$ cat src/rtl/wsg_multi.sv
// wsg_multi: time-multiplexed wavetable voices, volume-scaled and mixed into one saturated sample per tick.
// Optional macro WSG_MUTE_EN adds mute_mask: muted voices add nothing but keep fetching and advancing phase.
module wsg_multi #(
  parameter int NUM_CH    = 3,
  parameter int CLK_HZ    = 47828000,
  parameter int SAMPLE_HZ = 24000,
  parameter int ACC_W     = 20,
  parameter int OUT_W     = 10
) (
  input  logic                        clk_pixel,
  input  logic                        reset_n,
  input  logic                        reg_we,
  input  logic [3+$clog2(NUM_CH)-1:0] reg_addr,
  input  logic [3:0]                  reg_din,
  output logic                        rom_rd,
  output logic [7:0]                  rom_addr,
  output logic                        rom_sel,
  input  logic [3:0]                  rom_data,
`ifdef WSG_MUTE_EN
  input  logic [NUM_CH-1:0]           mute_mask,
`endif
  output logic signed [OUT_W-1:0]     sample_out,
  output logic                        sample_valid,
  output logic                        overrun
);
  localparam int CHW  = NUM_CH > 1 ? $clog2(NUM_CH) : 1;
  localparam int SW   = 9 + $clog2(NUM_CH);
  localparam int DIV  = CLK_HZ / SAMPLE_HZ;
  localparam int TW   = DIV > 1 ? $clog2(DIV) : 1;
  localparam int SMAX = 2 ** (OUT_W - 1) - 1;
  typedef enum logic [2:0] {IDLE, FETCH, WAIT, ACC, OUT} state_t;
  state_t               state_q;
  logic [TW-1:0]        tcnt_q;
  logic [CHW-1:0]       ch_q, nch, wr_ch;
  logic signed [SW-1:0] sum_q;
  logic [3:0]           data_q, vol_eff;
  logic [19:0]          freq_q [NUM_CH];
  logic [3:0]           wave_q [NUM_CH];
  logic [3:0]           vol_q [NUM_CH];
  logic [ACC_W-1:0]     phase_q [NUM_CH];
  logic [ACC_W-1:0]     phase_d;
  logic signed [8:0]    dv, vv, contrib;
  logic                 tick, last, go_fetch;
  int                   sat;
  assign tick     = tcnt_q == TW'(DIV - 1);
  assign last     = int'(ch_q) == NUM_CH - 1;
  assign go_fetch = (state_q == IDLE && tick) || (state_q == ACC && !last);
  assign nch      = state_q == ACC && !last ? ch_q + CHW'(1) : '0;
  assign wr_ch    = CHW'(reg_addr >> 3);
`ifdef WSG_MUTE_EN
  assign vol_eff  = mute_mask[ch_q] ? 4'd0 : vol_q[ch_q];
`else
  assign vol_eff  = vol_q[ch_q];
`endif
  assign dv       = $signed({5'b0, data_q}) - 9'sd7;
  assign vv       = $signed({5'b0, vol_eff});
  assign contrib  = dv * vv;
  assign phase_d  = phase_q[ch_q] + ACC_W'(freq_q[ch_q]);
  always_comb begin
    sat = int'(sum_q);
    sat = sat > SMAX ? SMAX : sat < -SMAX - 1 ? -SMAX - 1 : sat;
  end
  always_ff @(posedge clk_pixel or negedge reset_n)
    if (!reset_n) begin
      for (int i = 0; i < NUM_CH; i++) begin
        freq_q[i] <= '0;
        wave_q[i] <= '0;
        vol_q[i]  <= '0;
      end
    end else if (reg_we && int'(wr_ch) < NUM_CH) begin
      if (reg_addr[2:0] < 3'd5) freq_q[wr_ch][{reg_addr[2:0], 2'b00} +: 4] <= reg_din;
      else if (reg_addr[2:0] == 3'd5) wave_q[wr_ch] <= reg_din;
      else if (reg_addr[2:0] == 3'd6) vol_q[wr_ch] <= reg_din;
    end
  // Ticks landing anywhere but IDLE (OUT included) are dropped and flagged.
  always_ff @(posedge clk_pixel or negedge reset_n)
    if (!reset_n) begin
      state_q      <= IDLE;
      tcnt_q       <= '0;
      ch_q         <= '0;
      sum_q        <= '0;
      data_q       <= '0;
      rom_rd       <= 1'b0;
      rom_addr     <= '0;
      rom_sel      <= 1'b0;
      sample_out   <= '0;
      sample_valid <= 1'b0;
      overrun      <= 1'b0;
      for (int i = 0; i < NUM_CH; i++) phase_q[i] <= '0;
    end else begin
      tcnt_q       <= tick ? '0 : tcnt_q + TW'(1);
      overrun      <= tick && state_q != IDLE;
      sample_valid <= state_q == OUT;
      rom_rd       <= go_fetch;
      if (go_fetch) begin
        rom_addr <= {wave_q[nch][2:0], phase_q[nch][ACC_W-1 -: 5]};
        rom_sel  <= wave_q[nch][3];
      end
      case (state_q)
        IDLE: if (tick) begin
          ch_q    <= '0;
          sum_q   <= '0;
          state_q <= FETCH;
        end
        FETCH: state_q <= WAIT;
        WAIT: begin
          data_q  <= rom_data;
          state_q <= ACC;
        end
        ACC: begin
          sum_q         <= sum_q + SW'(contrib);
          phase_q[ch_q] <= phase_d;
          ch_q          <= last ? ch_q : ch_q + CHW'(1);
          state_q       <= last ? OUT : FETCH;
        end
        OUT: begin
          sample_out <= OUT_W'(sat);
          state_q    <= IDLE;
        end
        default: state_q <= IDLE;
      endcase
    end
endmodule

$ cat config.mk
export PLATFORM = sky130hd
export DESIGN_NAME = wsg_multi
export DESIGN_NICKNAME = d
export VERILOG_FILES = /design/src/rtl/wsg_multi.sv
export SDC_FILE = /design/constraint.sdc
export NUM_CORES = 1
export LEC_CHECK = 0
export ABC_AREA = 1
export CORE_MARGIN = 4
export CORE_UTILIZATION = 55
export DETAILED_ROUTE_END_ITERATION = 12
export PLACE_DENSITY = 0.74
export SLEW_MARGIN = 20
export SYNTH_ARGS = -nofsm -noshare
export SYNTH_HDL_FRONTEND = slang
export SYNTH_SLANG_ARGS = --single-unit
$ cat constraint.sdc
create_clock -name clk_pixel -period 10.4 [get_ports clk_pixel]
set_input_delay 2.6 -clock clk_pixel [delete_from_list [all_inputs] [get_ports clk_pixel]]
set_output_delay 2.6 -clock clk_pixel [all_outputs]
set_load 0.01 [all_outputs]
### Word level (Yosys, flattened, before mapping)

Cells that the tools add are included.

| word-level totals | value |
|---|---|
| register bits | 197 |
| word-level logic and storage cells | 109 |

| cells by class | value |
|---|---|
| add/subtract/negate cells | 6 |
| reduce and logical (&&, ||, !) cells | 16 |
| bitwise gates (word level) | 5 |
| shift operators | 2 |
| $lt $le $gt $ge | 9 |
| mux-type cells | 37 |
| eq/ne operators | 10 |
| multipliers | 1 |

Operators with widths:

| cell | number |
|---|---|
| $mux 20 | 8 |
| $bmux 20 s2 | 3 |
| $bwmux 60 | 2 |
| $demux 20 s2 | 2 |
| $bwmux 12 | 2 |
| $mux 11 | 2 |
| $pmux 11 s2 | 1 |
| $add 20x20->20 | 1 |
| $mux 10 | 2 |
| $mux 4 | 5 |
| $shift 4x7->20 const A | 1 |
| $shiftx 4x7->20 | 1 |
| $bmux 4 s2 | 2 |
| $pmux 3 s4 | 1 |
| $add 11x1->11 const B | 1 |
| $add 11x9->11 | 1 |
| $eq 11x11->1 const B | 1 |
| $gt 11x10->1 const B | 1 |
| $lt 11x10->1 const B | 1 |
| $eq 3x3->1 const B | 3 |
| $ge 3x3->1 const B | 3 |
| $mul 5x5->9 | 1 |
| $not 2->3 | 3 |
| $demux 4 s2 | 1 |
| 23 further kinds | 37 |

### Depth between registers and ports, before layout

Gate-level depths: netlist of the first run.

| depth | value |
|---|---|
| depth in word-level cells | 8 |
| depth in mapped cells | 28 |

### Worst setup path after synthesis of the first run

No wires, ideal clock.

| path | value |
|---|---|
| path type | reg-to-reg |
| start | register ch_q[0] |
| end | register sum_q[9] |
| period minus slack after synthesis | 4838 ps |
| cell stages (with the launch flop) | 28 |
| path slack | 5562 ps |
| arrival time | 4709 ps |
| path buffers | 2 |
| path through | dfrtp_1 buf_6 nor2_4 inv_1 clkbuf_1 o21ai_0 inv_1 nor2_1 ha_1 fa_1 inv_1 fa_1 inv_1 ha_1 a21oi_1 o21ai_0 a31oi_1 inv_1 nand2_1 nand2_1 ha_1 inv_1 nor4_1 o21ai_0 nand4_1 a21oi_1 o21ai_0 o21ai_0 |

| between the ends | value |
|---|---|
| cells in the longest elaborated chain, start to end | 7 |

RTL lines:

| item | line | text |
|---|---|---|
| start: declaration | 34 | `logic [CHW-1:0] ch_q, nch, wr_ch;` |
| start signal: assignment | 113 | `ch_q <= last ? ch_q : ch_q + CHW'(1);` |
| $not 2->3 (implied by the code) | 53 | `assign vol_eff = vol_q[ch_q];` |
| $bmux 4 s2 | 53 |  |
| $mux 4 (implied by the code) (2 in a row) | 53 |  |
| $mul 5x5->9 | 57 | `assign contrib = dv * vv;` |
| $add 11x9->11 | 111 | `sum_q <= sum_q + SW'(contrib);` |
| $pmux 11 s2 | 99 | `case (state_q)` |
| end signal: assignment | 111 |  |
| end: declaration | 35 | `logic signed [SW-1:0] sum_q;` |

Every way passes these cells. The select of a mux whose other input is x is not followed.
A chain may end at the register's enable or synchronous reset.

### Worst setup path after layout of the first run

| path | value |
|---|---|
| start | register ch_q[1] |
| end | register sum_q[9] |

The elaborated chain is that of the path after synthesis.

==> flow_metrics.py, run 1 <==
metrics = {
    "floorplan": {
        "die_x_um": 150,
        "die_h_um": 150,
        "dieArea_um2": 22400,
        "core_area_um2": 19600,
        "rows": 51,
        "start_util_pct": 56.3,
        "io_pins": 38,
    },
    "worst_hold_path": {
        "hold_start": "phase_q[54]$_DFFE_PN0P_",
        "min_delay_path_depth": 2,
        "hold_path_end": "phase_q[54]$_DFFE_PN0P_",
        "hold_class": "flip-flop to flip-flop",
    },
    "drt": {
        "drt_iter0_drc": 696,
        "highest_layer": "met4",
        "firstDrtPassIters": 5,
        "vias": 9221,
        "routed-wl-met3_mm": 1.25,
        "ant_nets": 0,
        "wl_met2_mm": 12.4,
        "wl_per_cell_um": 15.5,
        "viasPerCell": 5.51,
        "drc_errors": 0,
        "m1WireLength_mm": 11.4,
        "wl_mm": 25.9,
    },
    "cells_and_area": {
        "final_common_cell": "nand2_1",
        "drive_gt1_share_pct": 5.61,
        "seq_area_um2": 4930,
        "diodes": 0,
        "final_cell_mix": "nand2_1 (288), o21ai_0 (228), dfrtp_1 (196)",
        "area_growth_pct": 11.0,
        "multi_input_area_um2": 5270,
        "fillers": 1714,
        "layout.cells.non_filler": 1673,
        "nets": 1477,
    },
    "worst_setup_path": {
        "critPathMostFrequentCell": "inv_1",
        "cp_top_family": "adder cells",
        "r2r_slack_ps": 4560,
        "endpoint_kind": "flip-flop",
        "r2r_end": "sum_q[9]$_DFFE_PN0P_",
        "cp-start-kind": "flip-flop",
        "r2r_cells": 26,
        "crit_buf_inv": 7,
        "critPathKind": "flip-flop to flip-flop",
        "crit_required_ps": 10720,
        "path_max_fanout": 28,
        "crit_arrival_ps": 6170,
        "rr_startpoint": "ch_q[1]$_DFFE_PN0P_",
        "cp_slowest_cell": "inv_1",
        "slowest_delay_ps": 530,
        "startpoint": "ch_q[1]$_DFFE_PN0P_",
    },
    "run_status": {
        "status": "finished clean",
    },
    "yosys": {
        "synth_cell_types": 49,
        "synth_fa_ha_area_share_pct": 8.31,
        "yosys_warnings": 0,
        "syn_area_um2": 11000,
        "yosysSeqAreaShare_pct": 44.7,
        "synth-edff-count": 0,
        "synth_xor_area_share_pct": 2.07,
        "synth-main-ff-cell": "dfrtp_1",
        "ys_seq_elements": 197,
        "synth-simple-area-share_pct": 19.3,
        "syn_area_per_cell_um2": 8.03,
        "synth_nets": 1454,
        "synth_top_family_by_area": "simple AND/OR/NAND/NOR gates",
        "synth-compound-area-share_pct": 16.9,
        "synthMuxAreaShare_pct": 1.23,
        "synthCells": 1372,
        "synthArstFlopShare_pct": 100,
    },
    "clock_network": {
        "postCtsSetupRepairBufs": 0,
        "cts_sinks": 197,
        "cts_buffers": 17,
        "clkLatencyLatePin_ps": 450,
        "hold_buffers": 0,
        "cts-root-buf": "clkbuf_16",
        "ctsResizeCount": 0,
        "clk_pin_slew_ps": 80,
        "cts_tree": "built",
        "cts-htree-levels": 4,
        "clock_path_buffers": 2,
    },
    "placed_design": {
        "dpl.cell_count": 1640,
        "place_congestion": 0.921,
        "hpwl_mm": 18.3,
        "port-buffer-count": 37,
    },
    "timing": {
        "fmax_ghz": 0.171,
        "setup_violations": 0,
        "rsz0062_at_grt": "no",
        "maxSlewViolCount": 0,
        "relSlewSlack_pct": 34.5,
        "tightest_slew_ps": 983,
        "post-route-period-util_pct": 56.2,
        "setup-tns-final_ps": 0,
        "fin_skew_ps": 14.5,
        "hold_viol": 0,
        "min_period_ps": 5840,
    },
    "power_and_ir_drop": {
        "ir_drop_v": 0.000122,
        "seqPwrFrac_pct": 43.8,
        "power_switching_uw": 599,
        "p_leak_nw": 5.91,
        "intPower_mw": 1.30,
        "comb_power_share_pct": 20.4,
        "pwr-share-clk_pct": 35.8,
        "p_sw_share_pct": 31.6,
        "powerDensity_nw_per_um2": 155,
    },
    "global_routing": {
        "antenna_found_initial": 0,
        "overflow": 0,
        "grt_pass1_wl_mm": 43.3,
        "grt_max_degree": 119,
        "track_usage_pct": 24.2,
        "grt_pass1_vias": 8827,
    },
    "run": {
        "max-cap-violations": 0,
    },
}
## cells in the mapped netlist (4+ instances only)
cell / n / area share (%)
buf_2: 9 / 0.41
nor2_1: 108 / 3.7
nand3_1: 67 / 3.0
inv_1: 170 / 5.8
dfrtp_1: 197 / 45
nor2_2: 4 / 0.23
a21oi_1: 66 / 3.0
o21bai_1: 7 / 0.48
o21a_1: 5 / 0.34
nor3_1: 17 / 0.77
o31ai_1: 7 / 0.48
xor2_1: 12 / 0.95
clkbuf_1: 26 / 0.89
ha_1: 54 / 6.1
nand4_1: 7 / 0.40
fa_1: 12 / 2.2
o211ai_1: 4 / 0.27
nand2_1: 288 / 9.8
o21ai_0: 228 / 10
xnor2_1: 14 / 1.1
mux2_2: 12 / 1.2
a31oi_1: 10 / 0.57
nand2_2: 6 / 0.34
or2_2: 6 / 0.34
## registers in the layout (all words and copies together) (netlist names), 2 cells and up
name / cells
sum_q: 11
freq_q: 60
phase_q: 60
tcnt_q: 11
data_q: 4
ch_q: 2
sample_out: 10
wave_q: 12
vol_q: 12
rom_addr: 8
state_q: 3
## worst min-delay path: cells and delay by family (launching register included)
kind / cells / cell delay [ps]
flops: 1 / 340
simple gates: 2 / 110
## worst max-delay path by stage
stage | end | cells after the start
final | sum_q[9]$_DFFE_PN0P_ | 26
after floorplan | sum_q[9]$_DFFE_PN0P_ | 27
after global routing | sum_q[9]$_DFFE_PN0P_ | 26
after detailed placement | sum_q[9]$_DFFE_PN0P_ | 26
after global placement | sum_q[9]$_DFFE_PN0P_ | 26
after CTS | sum_q[9]$_DFFE_PN0P_ | 26
## final cells by class
cell class,count,share of cell area [%]
multi-input cells,962,43.0
flip-flops and latches,197,40.3
inverters,173,5.33
repair buffers,44,3.65
clock buffers,17,3.48
well taps,265,2.71
clock inverters,15,1.51
## power groups by stage
stage	Sequential (mW)	Combinational, mW	Clock (mW)
2_1_floorplan	0.840	0.284	0
3_3_place_gp	0.843	0.365	0
3_5_place_dp	0.844	0.380	0
4_1_cts	0.829	0.385	0.688
5_1_grt	0.835	0.444	0.721
6_report	0.829	0.387	0.678
## layer usage
layer	track usage, %	up-vias
met5	0	-
met1	32.0	4394
met3	4.15	51
li1	-	4552
met2	40.4	224
met4	8.70	0
## cells by family (layout without fill, tap and decap cells)
kind of cell             Yosys count  count (layout)
flip-flops                       197             197
AND/OR/NAND/NOR                  513             513
multiplexers                      12              12
AO/OA/AOI/OAI                    345             345
buffers and inverters            213             249
adder cells (fa/ha/maj)           66              66
XOR/XNOR                          26              26
## stage by stage
step	util [%]	cell area, um2	worst slack, ps	hold WS [ps]	power (mW)
2_1_floorplan	-	11000	5560	444	1.12
3_3_place_gp	59.2	11600	4830	458	1.21
3_5_place_dp	59.2	11600	4640	460	1.22
4_1_cts	62.3	12200	4580	480	1.90
5_1_grt	62.5	12200	3960	491	2.00
6_report	62.5	12200	4560	479	1.89
Power figures use the tool's default switching activity.
==> inputs of run 2 (changes only) <==
--- a/config.mk
+++ b/config.mk
@@ -9,7 +9,7 @@
 export CORE_MARGIN = 4
 export CORE_UTILIZATION = 55
 export DETAILED_ROUTE_END_ITERATION = 12
-export PLACE_DENSITY = 0.74
+export PLACE_DENSITY = 0.77
 export SLEW_MARGIN = 20
 export SYNTH_ARGS = -nofsm -noshare
 export SYNTH_HDL_FRONTEND = slang
==> constraint.sdc (replaced) <==
create_clock -name clk_pixel -period 4.8 [get_ports clk_pixel]
set_input_delay 1.2 -clock clk_pixel [delete_from_list [all_inputs] [get_ports clk_pixel]]
set_output_delay 1.2 -clock clk_pixel [all_outputs]
set_load 0.01 [all_outputs]
==> flow_metrics.py, run 2 (synthesized netlist as in run 1, its figures left out) <==
metrics = {
    "cells_and_area": {
        "nets": 1498,
        "fillers": 1667,
        "drive_gt1_share_pct": 9.17,
        "area_growth_pct": 13.9,
        "final_common_cell": "nand2_1",
        "final_cell_mix": "nand2_1 (285), o21ai_0 (221), dfrtp_1 (195)",
        "fin_area_um2": 12600,
        "top_regs": "freq_q (60), phase_q (60)",
        "diodes": 0,
    },
    "global_routing": {
        "antenna_found_initial": 0,
        "grt_pass1_wl_mm": 43.7,
        "grt_pass1_vias": 8916,
        "track_usage_pct": 24.3,
        "overflow": 0,
        "grt_max_degree": 113,
    },
    "drt": {
        "drc_errors": 0,
        "routed-wl-met3_mm": 1.43,
        "viasPerCell": 5.49,
        "wl_mm": 26.3,
        "ant_nets": 0,
        "highest_layer": "met4",
        "firstDrtPassIters": 5,
        "wl_per_cell_um": 15.5,
        "vias": 9307,
        "wl_met2_mm": 12.5,
        "drt_iter0_drc": 780,
        "m1WireLength_mm": 11.7,
    },
    "floorplan": {
        "start_util_pct": 56.3,
        "core_area_um2": 19600,
        "rows": 51,
        "io_pins": 38,
        "die_x_um": 150,
        "die_h_um": 150,
        "dieArea_um2": 22400,
    },
    "clock_network": {
        "cts-htree-levels": 4,
        "clkLatencyLatePin_ps": 440,
        "clk_pin_slew_ps": 80,
        "clock_path_buffers": 2,
        "cts_tree": "built",
        "cts_buffers": 17,
        "cts_sinks": 197,
        "cts-root-buf": "clkbuf_16",
        "hold_buffers": 0,
    },
    "worst_setup_path": {
        "critPathKind": "flip-flop to flip-flop",
        "crit_required_ps": 5180,
        "cp_slowest_cell": "fa_1",
        "r2r_cells": 28,
        "cp-start-kind": "flip-flop",
        "crit_arrival_ps": 4890,
        "rr_startpoint": "ch_q[0]$_DFFE_PN0P_",
        "critPathMostFrequentCell": "inv_1",
        "endpoint_kind": "flip-flop",
        "r2r_end": "sum_q[10]$_DFFE_PN0P_",
        "path_max_fanout": 8,
        "r2r_slack_ps": 290,
        "slowest_delay_ps": 510,
    },
    "power_and_ir_drop": {
        "p_sw_share_pct": 31.8,
        "p_leak_nw": 6.02,
        "power_switching_mw": 1.37,
        "intPower_mw": 2.93,
        "comb_power_share_pct": 24.9,
        "seqPwrFrac_pct": 41.8,
        "ir_drop_v": 0.000284,
        "pwr-share-clk_pct": 33.3,
        "powerDensity_nw_per_um2": 343,
    },
    "placed_design": {
        "hpwl_mm": 18.8,
        "port-buffer-count": 37,
        "place_congestion": 0.911,
        "place_area_um2": 11800,
    },
    "timing": {
        "post-route-period-util_pct": 93.9,
        "holdWs_ps": 484,
        "hold_viol": 0,
        "fin_skew_ps": 10.3,
        "maxSlewViolCount": 0,
        "fmax_ghz": 0.222,
        "min_period_ps": 4510,
        "setup_violations": 0,
        "relSlewSlack_pct": 32.2,
        "tightest_slew_ps": 1020,
    },
    "worst_hold_path": {
        "hold_path_end": "phase_q[23]$_DFFE_PN0P_",
        "hold_start": "phase_q[23]$_DFFE_PN0P_",
        "min_delay_path_depth": 2,
        "hold_class": "flip-flop to flip-flop",
    },
    "run": {
        "max-cap-violations": 0,
    },
    "run_status": {
        "status": "finished clean",
    },
}
-- run 2: cell count changes in the layout (fill, tap and decap cells not counted), sizes merged --
cell,change
clkinv,-2
inv,+2
buf,+21
-- run 2: worst max-delay path by stage --
stage | endpoint | from | depth (start not counted)
global route | sum_q[10]$_DFFE_PN0P_ | ch_q[1]$_DFFE_PN0P_ | 27
CTS | sum_q[9]$_DFFE_PN0P_ | ch_q[0]$_DFFE_PN0P_ | 24
global placement | sum_q[9]$_DFFE_PN0P_ | ch_q[0]$_DFFE_PN0P_ | 24
detailed placement | sum_q[9]$_DFFE_PN0P_ | ch_q[0]$_DFFE_PN0P_ | 24
finish | sum_q[10]$_DFFE_PN0P_ | ch_q[0]$_DFFE_PN0P_ | 28
floorplan | sum_q[9]$_DFFE_PN0P_ | ch_q[0]$_DFFE_PN0P_ | 27
-- run 2: per-layer routing --
metal	up-vias	track usage (%)
met1	4428	34.0
met4	0	7.60
met2	231	39.3
li1	4601	-
met3	47	3.85
met5	-	0
-- run 2: critical path: cells and delay by family (launching register included) --
kind	cells	cell delay (ps)
DFF	1	490
AOI/OAI and AO/OA	2	390
and+or+nand+nor	12	1130
buffers and inverters	9	670
adders and majority gates	5	1770
-- run 2: stage by stage --
step / std cells / util [%] / total power, mW / worst slack (ps) / setup TNS [ps]
2_1_floorplan: 1372 / - / 2.43 / 26.5 / 0
4_1_cts: 1692 / 63.0 / 4.17 / 36.9 / 0
6_report: 1694 / 64.1 / 4.30 / 294 / 0
5_1_grt: 1694 / 64.1 / 4.55 / -28.7 / -46.4
3_3_place_gp: 1660 / 60.0 / 2.71 / 129 / 0
3_5_place_dp: 1660 / 60.0 / 2.74 / -110 / -110
-- run 2: final cells by class --
type | count | area, um2 | share of cell area, %
repair buffers | 65 | 592 | 4.71
clock inverters | 15 | 163 | 1.30
inverters | 173 | 652 | 5.19
multi-input cells | 962 | 5460 | 43.5
well taps | 265 | 332 | 2.64
clock buffers | 17 | 425 | 3.39
flip-flops and latches | 197 | 4930 | 39.3
-- run 2: what timing repair did --
| action | CTS | global route |
|---|---|---|
| resized for setup | 3 | 39 |
| setup endpoints to repair | 1 | 4 |
| pin swaps | 0 | 13 |
| setup buffers | 0 | 2 |
| cloned | 0 | 0 |
-- run 2: power by group through the flow --
stage               combinational (mW)  sequential [mW]  clock [mW]
global placement                 0.885             1.83           0
floorplan                        0.615             1.82           0
finish                            1.07             1.80        1.43
CTS                              0.928             1.80        1.45
detailed placement               0.911             1.83           0
global route                      1.22             1.81        1.52
==> inputs of run 3 (changes only) <==
--- a/config.mk
+++ b/config.mk
@@ -5,7 +5,6 @@
 export SDC_FILE = /design/constraint.sdc
 export NUM_CORES = 1
 export LEC_CHECK = 0
-export ABC_AREA = 1
 export CORE_MARGIN = 4
 export CORE_UTILIZATION = 55
 export DETAILED_ROUTE_END_ITERATION = 12
==> flow_metrics.py, run 3 <==
metrics = {
    "worst_setup_path": {
        "crit_required_ps": 5160,
        "path_max_fanout": 5,
        "critPathMostFrequentCell": "inv_1",
        "endpoint_kind": "flip-flop",
        "slowest_delay_ps": 500,
        "critPathKind": "flip-flop to flip-flop",
        "cp_cell_sequence": "mux2i_1, nor2_1, a21oi_2, buf_4, or2_2, inv_1, ha_4, fa_1, inv_1, fa_1, inv_1, ha_4, inv_1, o21bai_1, a21oi_1, xor3_2, ha_4, a21oi_1, o21ai_1, xor2_1, nand3_1, o211ai_1",
        "crit_arrival_ps": 5100,
        "cp_slowest_cell": "fa_1",
        "cp-start-kind": "flip-flop",
    },
    "yosys": {
        "synthArstFlopShare_pct": 100,
        "synth-main-ff-cell": "dfrtp_1",
        "synth_nets": 1195,
        "synth_top_area_share_pct": 45.6,
        "syn_area_um2": 10800,
        "synthCells": 1113,
        "yosysTopAreaCell": "dfrtp_1",
        "synth_common_cells": "dfrtp_1 (197), nand2_1 (194), o21ai_0 (159)",
        "yosysSeqAreaShare_pct": 45.6,
        "syn_area_per_cell_um2": 9.72,
        "synth-edff-count": 0,
        "synth_most_common_cell": "dfrtp_1",
        "synthTopCellsByArea": "dfrtp_1 (46%), o21ai_0 (7.4%), mux2_2 (7.0%)",
        "synth_cell_types": 55,
        "ys_seq_elements": 197,
        "yosys_warnings": 0,
    },
    "clock_network": {
        "clock_path_buffers": 2,
        "cts-htree-levels": 4,
        "cts_tree": "built",
        "cts_buffers": 17,
        "cts_sinks": 197,
        "cts-root-buf": "clkbuf_16",
        "clk_pin_slew_ps": 80,
        "clkLatencyLatePin_ps": 440,
        "hold_buffers": 0,
    },
    "placed_design": {
        "hpwl_mm": 15.5,
        "place_congestion": 0.881,
        "port-buffer-count": 37,
    },
    "cells_and_area": {
        "diodes": 0,
        "drive_gt1_share_pct": 13.6,
        "seq_area_um2": 4930,
        "final_cell_mix": "dfrtp_1 (196), nand2_1 (194), o21ai_0 (158)",
        "top_regs": "freq_q (60), phase_q (60)",
        "postLayoutCoreUtil_pct": 63.7,
        "nets": 1235,
        "final_common_cell": "dfrtp_1",
        "area_growth_pct": 14.2,
        "fillers": 1581,
        "multi_input_area_um2": 5720,
    },
    "global_routing": {
        "grt_use_met3_pct": 3.81,
        "antenna_found_initial": 0,
        "overflow": 0,
        "grt_max_degree": 99,
        "busiest_layer": "met2",
        "grt_pass1_vias": 7985,
        "met2_usage_pct": 35.3,
        "grt_pass1_wl_mm": 38.6,
        "track_usage_pct": 21.5,
        "met1_usage_pct": 30.1,
    },
    "drt": {
        "ant_nets": 0,
        "wl_mm": 22.7,
        "viasPerCell": 5.62,
        "wl_per_cell_um": 15.9,
        "firstDrtPassIters": 5,
        "drc_errors": 0,
        "vias": 8047,
        "drt_iter0_drc": 600,
    },
    "power_and_ir_drop": {
        "ir_drop_v": 0.000233,
        "total_power_mw": 3.84,
        "powerDensity_nw_per_um2": 310,
        "p_leak_nw": 5.50,
    },
    "timing": {
        "setup_violations": 0,
        "holdWs_ps": 480,
        "fmax_ghz": 0.211,
        "rsz0062_at_grt": "yes",
        "relSlewSlack_pct": 35.2,
        "post-route-period-util_pct": 98.7,
        "fin_skew_ps": 16.2,
        "hold_viol": 0,
        "tightest_slew_ps": 970,
        "maxSlewViolCount": 0,
        "setup-tns-final_ps": 0,
        "min_period_ps": 4740,
    },
    "run_status": {
        "status": "finished clean",
    },
    "floorplan": {
        "dieArea_um2": 22000,
        "die_x_um": 148,
        "start_util_pct": 55.8,
        "rows": 51,
        "die_h_um": 148,
        "core_area_um2": 19400,
        "io_pins": 38,
    },
    "worst_hold_path": {
        "hold_class": "flip-flop to flip-flop",
    },
    "run": {
        "max-cap-violations": 0,
    },
}
==> run 3: cell count changes after synthesis, sizes merged, moves of 48 or more <==
cell | previous run | this run
nor2 | 113 | 65
mux2i | 0 | 51
mux2 | 12 | 67
o21ai | 230 | 162
nand3 | 68 | 12
inv | 172 | 39
nand2 | 294 | 194
==> run 3: logic make-up after synthesis <==
family | count (synthesis) | synth area share, %
muxes | 118 | 11.7
DFF | 197 | 45.6
and+or+nand+nor | 331 | 13.3
xor gates and xnor gates | 42 | 3.54
AOI/OAI and AO/OA | 277 | 14.6
adders and majority gates | 66 | 8.47
buffers and inverters | 82 | 2.89
==> run 3: worst max-delay path, delay by kind of cell (launching register included) <==
family | cells | cell delay [ps]
muxes | 1 | 140
buffers and inverters | 5 | 410
xor gates and xnor gates | 2 | 580
adders and majority gates | 5 | 1740
DFF | 1 | 460
and+or+nand+nor | 3 | 500
AOI/OAI and AO/OA | 6 | 820
==> run 3: path summary, 6_finish.rpt <==
path | slack, ps | cells after the start | startpoint | end
min in group asynchronous | 810 | 1 | reset_n | phase_q[28]$_DFFE_PN0P_
hold / removal | 480 | 2 | phase_q[10]$_DFFE_PN0P_ | phase_q[10]$_DFFE_PN0P_
setup reg to reg | 60 | 22 | ch_q[1]$_DFFE_PN0P_ | sum_q[10]$_DFFE_PN0P_
max in group asynchronous | 3040 | 2 | reset_n | state_q[0]$_DFFE_PN0P_
hold reg to reg | 480 | 2 | phase_q[10]$_DFFE_PN0P_ | phase_q[10]$_DFFE_PN0P_
setup / recovery | 60 | 22 | ch_q[1]$_DFFE_PN0P_ | sum_q[10]$_DFFE_PN0P_
==> run 3: routing by layer <==
layer | vias to the layer above | wire length [um]
met3 | 29 | 906
met2 | 171 | 10800
met5 | - | 0
met1 | 3903 | 10800
li1 | 3944 | -
met4 | 0 | 274
==> run 3: timing repair <==
| item | 4_1_cts | 5_1_grt |
|---|---|---|
| pin swaps | 1 | 21 |
| endpoints found under the setup margin | 2 | 3 |
| gates resized for setup | 1 | 20 |
| setup buffers | 2 | 4 |
==> run 3: power by group <==
part | leakage, nW | total (mW) | switching, mW | internal (mW)
sequential | 2.71 | 1.75 | 0.0329 | 1.72
clock | 0.295 | 1.48 | 0.721 | 0.762
combinational | 2.49 | 0.603 | 0.306 | 0.297
total | 5.50 | 3.84 | 1.06 | 2.78
==> run 3: through the flow <==
step / setup WS, ps / std cells / instance area, um2
after global placement: 45.4 / 1393 / 11600
final: 60.4 / 1431 / 12400
after global routing: -209 / 1431 / 12400
after detailed placement: -151 / 1393 / 11600
after CTS: 48.4 / 1427 / 12200
after floorplan: 22.8 / 1113 / 10800
==> run 3: cell type report <==
cell class                      count  area share, %
Multi-Input combinational cell    834           46.3
Sequential cell                   197           39.9
Timing Repair Buffer               64           4.83
Clock buffer                       17           3.44
Tap cell                          265           2.68
Clock inverter                     15           1.69
Inverter                           39           1.18
